### config.mk
export PLATFORM = sky130hd
export DESIGN_NAME = rg8_load_arb_flat
export DESIGN_NICKNAME = d
export VERILOG_FILES = /design/src/rtl/rg8_load_arb_if.sv /design/src/rtl/rg8_load_arb.sv /design/src/flat_wrapper.sv
export SDC_FILE = /design/constraint.sdc
export NUM_CORES = 1
export LEC_CHECK = 0
export BUFFER_PORTS_ARGS = -buffer_cell sky130_fd_sc_hd__buf_2
export CORE_AREA = 2 2 58 60
export CTS_BUF_LIST = sky130_fd_sc_hd__clkbuf_16
export DETAILED_ROUTE_END_ITERATION = 8
export DIE_AREA = 0 0 60 62
export PLACE_DENSITY = 0.72
export SYNTH_ARGS = -nofsm -noshare
export SYNTH_HDL_FRONTEND = slang
export SYNTH_SLANG_ARGS = --single-unit
### constraint.sdc
create_clock -name clk -period 1.65 [get_ports clk]
set_input_delay 0.4125 -clock clk [delete_from_list [all_inputs] [get_ports clk]]
set_output_delay 0.4125 -clock clk [all_outputs]
set_load 0.02 [all_outputs]
### src/rtl/rg8_load_arb_if.sv
// rg8_load_arb_if -- bundle between two load requesters, the arbiter and the
// shared dual-source register it feeds.
//   Requester A : req_a, dat_a[7:0] -> ack_a
//   Requester B : req_b, dat_b[7:0] -> ack_b
//   Control     : stall (freezes new grants)
//   Register    : lda, dia[7:0], ldb, dib[7:0], busy, loads[7:0]
// modport slave  : the arbiter's view
// modport master : the view of the requesters / register environment
interface rg8_load_arb_if;
  logic       req_a;
  logic [7:0] dat_a;
  logic       ack_a;
  logic       req_b;
  logic [7:0] dat_b;
  logic       ack_b;
  logic       stall;
  logic       lda;
  logic [7:0] dia;
  logic       ldb;
  logic [7:0] dib;
  logic       busy;
  logic [7:0] loads;

  modport slave (
    input  req_a, dat_a, req_b, dat_b, stall,
    output ack_a, ack_b, lda, dia, ldb, dib, busy, loads
  );

  modport master (
    output req_a, dat_a, req_b, dat_b, stall,
    input  ack_a, ack_b, lda, dia, ldb, dib, busy, loads
  );
endinterface

### src/rtl/rg8_load_arb.sv
// rg8_load_arb -- two-requester load arbiter for a shared dual-source
// register. A has priority over B, but after STARVE_LIM consecutive A grants
// taken while B was waiting, B is forced through. Every grant produces a
// one-cycle load strobe plus ack in the cycle after the sampling edge.
// Ports:
//   clk   : single clock, all state on posedge
//   rst_n : asynchronous active-low reset
//   bus   : rg8_load_arb_if.slave (requests/data in, strobes/acks/data out,
//           stall in, busy and grant counter out)
// Parameter:
//   STARVE_LIM : max consecutive A grants while B pends (1..15)
module rg8_load_arb #(
  parameter int unsigned STARVE_LIM = 3
) (
  input  logic            clk,
  input  logic            rst_n,
  rg8_load_arb_if.slave   bus
);

  localparam logic [3:0] LIM = 4'(STARVE_LIM);

  // One-hot-style encoding so the strobes come straight off state flops.
  typedef enum logic [1:0] {
    IDLE   = 2'b00,
    LOAD_A = 2'b01,
    LOAD_B = 2'b10
  } state_t;

  state_t     state_q, state_d;
  logic [3:0] starve_q, starve_d;
  logic [7:0] dia_q, dib_q, loads_q;
  logic       grant_a, grant_b;

  // State register
  always_ff @(posedge clk or negedge rst_n) begin
    if (!rst_n) begin
      state_q <= IDLE;
    end else begin
      state_q <= state_d;
    end
  end

  // Next-state: pick the winner from requests seen at this edge
  always_comb begin
    state_d  = IDLE;
    starve_d = starve_q;
    grant_a  = 1'b0;
    grant_b  = 1'b0;
    if (!bus.stall) begin
      if (bus.req_a && bus.req_b) begin
        if (starve_q == LIM) begin
          grant_b = 1'b1;
        end else begin
          grant_a = 1'b1;
        end
      end else if (bus.req_a) begin
        grant_a = 1'b1;
      end else if (bus.req_b) begin
        grant_b = 1'b1;
      end
      // The counter only measures an unbroken run of A wins over a waiting B;
      // a stalled edge leaves it untouched.
      if (grant_b || !bus.req_b) begin
        starve_d = 4'd0;
      end else if (grant_a) begin
        starve_d = starve_q + 4'd1;
      end
      if (grant_a) begin
        state_d = LOAD_A;
      end else if (grant_b) begin
        state_d = LOAD_B;
      end
    end
  end

  // Captured data, grant counter and starvation counter
  always_ff @(posedge clk or negedge rst_n) begin
    if (!rst_n) begin
      dia_q    <= 8'h00;
      dib_q    <= 8'h00;
      loads_q  <= 8'h00;
      starve_q <= 4'd0;
    end else begin
      starve_q <= starve_d;
      if (grant_a) begin
        dia_q <= bus.dat_a;
      end
      if (grant_b) begin
        dib_q <= bus.dat_b;
      end
      if (grant_a || grant_b) begin
        loads_q <= loads_q + 8'd1;
      end
    end
  end

  // Outputs: pure decode of registered state, no input paths
  always_comb begin
    bus.lda   = state_q[0];
    bus.ldb   = state_q[1];
    bus.ack_a = state_q[0];
    bus.ack_b = state_q[1];
    bus.busy  = state_q[0] | state_q[1];
    bus.dia   = dia_q;
    bus.dib   = dib_q;
    bus.loads = loads_q;
  end

endmodule

### src/flat_wrapper.sv
// flat-port wrapper written by rule: the top's interface ports become plain ports
module rg8_load_arb_flat 
#(
  parameter int unsigned STARVE_LIM = 3
)
  (clk, rst_n, bus_req_a, bus_dat_a, bus_req_b, bus_dat_b, bus_stall, bus_ack_a, bus_ack_b, bus_lda, bus_dia, bus_ldb, bus_dib, bus_busy, bus_loads);
  rg8_load_arb_if bus_i ();
  input  logic clk;
  input  logic rst_n;
  input wire logic [$bits(bus_i.req_a)-1:0] bus_req_a;
  input wire logic [$bits(bus_i.dat_a)-1:0] bus_dat_a;
  input wire logic [$bits(bus_i.req_b)-1:0] bus_req_b;
  input wire logic [$bits(bus_i.dat_b)-1:0] bus_dat_b;
  input wire logic [$bits(bus_i.stall)-1:0] bus_stall;
  output wire logic [$bits(bus_i.ack_a)-1:0] bus_ack_a;
  output wire logic [$bits(bus_i.ack_b)-1:0] bus_ack_b;
  output wire logic [$bits(bus_i.lda)-1:0] bus_lda;
  output wire logic [$bits(bus_i.dia)-1:0] bus_dia;
  output wire logic [$bits(bus_i.ldb)-1:0] bus_ldb;
  output wire logic [$bits(bus_i.dib)-1:0] bus_dib;
  output wire logic [$bits(bus_i.busy)-1:0] bus_busy;
  output wire logic [$bits(bus_i.loads)-1:0] bus_loads;
  assign bus_i.req_a = bus_req_a;
  assign bus_i.dat_a = bus_dat_a;
  assign bus_i.req_b = bus_req_b;
  assign bus_i.dat_b = bus_dat_b;
  assign bus_i.stall = bus_stall;
  assign bus_ack_a = bus_i.ack_a;
  assign bus_ack_b = bus_i.ack_b;
  assign bus_lda = bus_i.lda;
  assign bus_dia = bus_i.dia;
  assign bus_ldb = bus_i.ldb;
  assign bus_dib = bus_i.dib;
  assign bus_busy = bus_i.busy;
  assign bus_loads = bus_i.loads;
  rg8_load_arb #(.STARVE_LIM(STARVE_LIM)) u_core (.clk(clk), .rst_n(rst_n), .bus(bus_i));
endmodule
==> results.sh <==
export IMPL_run_status="finished, violations left"
export IMPL_violations="negative setup slack"
export IMPL_grt_pass1_vias=832
export IMPL_clock_root_buffer="clkbuf_16"
export IMPL_p_per_area_nw_per_um2=1423
export IMPL_synth_net_count=120
export IMPL_boundaryPins=50
export IMPL_cts_sinks=30
export IMPL_fmax_mhz=597.7
export IMPL_utilization_pct=55.10
export IMPL_drive_gt1_share_pct=52.90
export IMPL_postCtsHoldBufs=0
export IMPL_antenna_found_initial=0
export IMPL_grt_max_degree=31
export IMPL_fin_ws_ns=-0.02317
export IMPL_slew_limit_headroom_pct=57.43
export IMPL_synthSimpleGateAreaFrac_pct=11.25
export IMPL_gp_congestion=0.7221
export IMPL_cts_made_buffers=5
export IMPL_synthCells=97
export IMPL_async_reset_ff_share_pct=100.0
export IMPL_die_h_um=62
export IMPL_rows=21
export IMPL_synth_commonest_cells="dfrtp_1, mux2_2, nand2_1, xnor2_1"
export IMPL_ant_nets=0
export IMPL_syn2layout_area_growth_pct=38.20
export IMPL_io_buffers=49
export IMPL_hpwl_um=1725
export IMPL_yosysUniqueCellTypes=27
export IMPL_die_x_um=60
export IMPL_synth_edf_count=0
export IMPL_cp_end_kind="register"
export IMPL_drtIter0Drc=14
export IMPL_syn_area_um2=1267
export IMPL_die_area_um2=3720
export IMPL_finalSetupViolations=8
export IMPL_cp_max_fo=9
export IMPL_synth_adder_area_share_pct=1.974
export IMPL_synth_top_family_by_area="multiplexers"
export IMPL_antenna_cells=0
export IMPL_crit_path_start_kind="register"
export IMPL_start_util_pct=39.87
export IMPL_synth_top_cell_area_share_pct=59.23
export IMPL_firstDrtPassIters=5
export IMPL_route_detailed_drc=0
export IMPL_hold_slack_ns=0.1723
export IMPL_critPathKind="register to register"
export IMPL_clockBufferDepth=2
export IMPL_overflow=0
export IMPL_worst_clock_skew_ns=0.001290
export IMPL_regArea_um2=750.7
export IMPL_synth_largest_area_cell="dfrtp_1"
export IMPL_fp_coreArea_um2=3179
export IMPL_cp_data_arrival_time_ns=1.82
export IMPL_htreeDepth=2
export IMPL_synth_most_common_cell="dfrtp_1"
export IMPL_period_minus_slack_ns=1.673
export IMPL_synth_area_leaders="dfrtp_1, mux2_2, nand2_1"
export IMPL_rsz0062_at_grt="true"
export IMPL_drt_total_wl_um=2286
export IMPL_crit_required_ns=1.80
export IMPL_ys_seq_area_share_pct=59.23
export IMPL_avgRoutedWirePerCell_um=11.37
export IMPL_drv_cap=0
export IMPL_vias=936
export IMPL_insertion_delay_ns=0.26
export IMPL_multi_input_area_um2=491.7
export IMPL_synth_xor_area_share_pct=4.837
export IMPL_synth_compound_area_share_pct=5.528
export IMPL_vdd_drop_max_v=0.0007797
export IMPL_slew_viol_final=0
export IMPL_yosys_mux_area_fraction_pct=15.00
export IMPL_final_hold_viol_count=0
export IMPL_tightestPinTransition_ns=0.6386
export IMPL_ys_flop_type="dfrtp_1"
export IMPL_grt_total_usage_pct=13.67
export IMPL_fillers=275
export IMPL_grt_pass1_wl_um=3705
export IMPL_timing_final_crit_share_pct=101.4
export IMPL_syn_avg_cell_area_um2=13.07
export IMPL_yosysWarnings=0
export IMPL_via_per_inst=4.657
export IMPL_p_leak_nw=0.8521
export IMPL_clkTransAtPathRegs_ns=0.04
export IMPL_final_nets=179
export IMPL_cts_tree="built"
export IMPL_hold_path_class="input pin to async pin"
export IMPL_ys_ff_latch=30
worst paths after layout:
path	startpoint	endpoint	slack [ns]	depth (start not counted)
worst min register to register	u_core.bus.loads[7]$_DFFE_PN0P_	u_core.bus.loads[7]$_DFFE_PN0P_	0.48	1
min in group clk	bus_dat_b[0]	u_core.bus.dib[0]$_DFFE_PN0P_	0.38	2
worst max register to register	u_core.starve_q[1]$_DFFE_PN0P_	u_core.bus.dib[6]$_DFFE_PN0P_	-0.02	5
max in group asynchronous	rst_n	u_core.bus.loads[4]$_DFFE_PN0P_	1.07	1
worst min-delay path	rst_n	u_core.bus.dib[1]$_DFFE_PN0P_	0.17	1
worst max-delay path	u_core.starve_q[1]$_DFFE_PN0P_	u_core.bus.dib[6]$_DFFE_PN0P_	-0.02	5
per-layer routing:
layer  share of wire, %  track usage, %  vias to the layer above
met5                  0               0                        -
met4               0.74           5.714                        0
met3                7.9           5.383                        2
met2                 45           21.43                       43
met1                 46           16.95                      440
li1                   -               -                      451
worst max-delay path, cell delays in order (launching register included):
cell and delay, ns:
dfrtp_1 0.35, ha_2 0.19, or3b_4 0.40, a21oi_4 0.16
buf_12 0.14, mux2_2 0.33
kinds of logic (layout without fill, tap and decap cells):
kind of cell / count (synthesis) / after routing
buffers and inverters: 5 / 63
AO/OA/AOI/OAI: 9 / 9
XOR/XNOR: 7 / 7
multiplexers: 17 / 17
AND/OR/NAND/NOR: 27 / 27
flip-flops: 30 / 30
adder cells (fa/ha/maj): 2 / 2
stage by stage:
step / instance area [um2] / power [W] / setup TNS [ns] / worst slack (ns) / cells
floorplan: 1267 / 0.001450 / -0.04370 / -0.005462 / 97
CTS: 1744 / 0.002532 / -0.3298 / -0.04628 / 200
global placement: 1585 / 0.001691 / -0.1677 / -0.02148 / 192
global route: 1752 / 0.002649 / -0.5907 / -0.08367 / 201
detailed placement: 1585 / 0.001719 / -0.7447 / -0.1019 / 192
finish: 1752 / 0.002492 / -0.1530 / -0.02317 / 201
report_power, final:
part | switching (W) | internal, W | leakage (nW)
combinational | 0.000391 | 0.000280 | 0.424
sequential | 0.000130 | 0.000901 | 0.365
clock | 0.000259 | 0.000531 | 0.0632
registers in the layout, summed over array words and instances (netlist names):
signal / cells
u_core.bus.dia: 8
u_core.bus.dib: 8
u_core.bus.loads: 8
u_core.starve_q: 4
u_core.state_q: 2
cells in the final DEF (no fill, tap or decap), types with 2 or more instances in the layout:
master and count:
nand2b_1 2, nand3_1 3, xor2_1 3, mux2_2 16, buf_12 2, buf_4 4
nor2_1 2, nor3_1 2, o21ai_0 3, inv_1 2, buf_2 49, xnor2_1 4
nand2_1 10, nor4_1 2, dfrtp_1 30, clkbuf_16 5, nand4_1 2
layout make-up:
cell class / instances / share of cell area (%)
clock inverter: 1 / 0.2143
clock buffer: 5 / 7.143
inverter: 2 / 0.4286
tap: 46 / 3.286
multi-input combinational: 62 / 28.07
sequential: 30 / 42.86
timing repair buffer: 55 / 18.00
repair_timing:
action                                  CTS  global route
buffers inserted                          2             1
pin swaps                                 2             1
gates resized for setup                   1             0
endpoints found under the setup margin    8             8
hold endpoints to repair                  0             0
(Power assumes the default switching activity.)
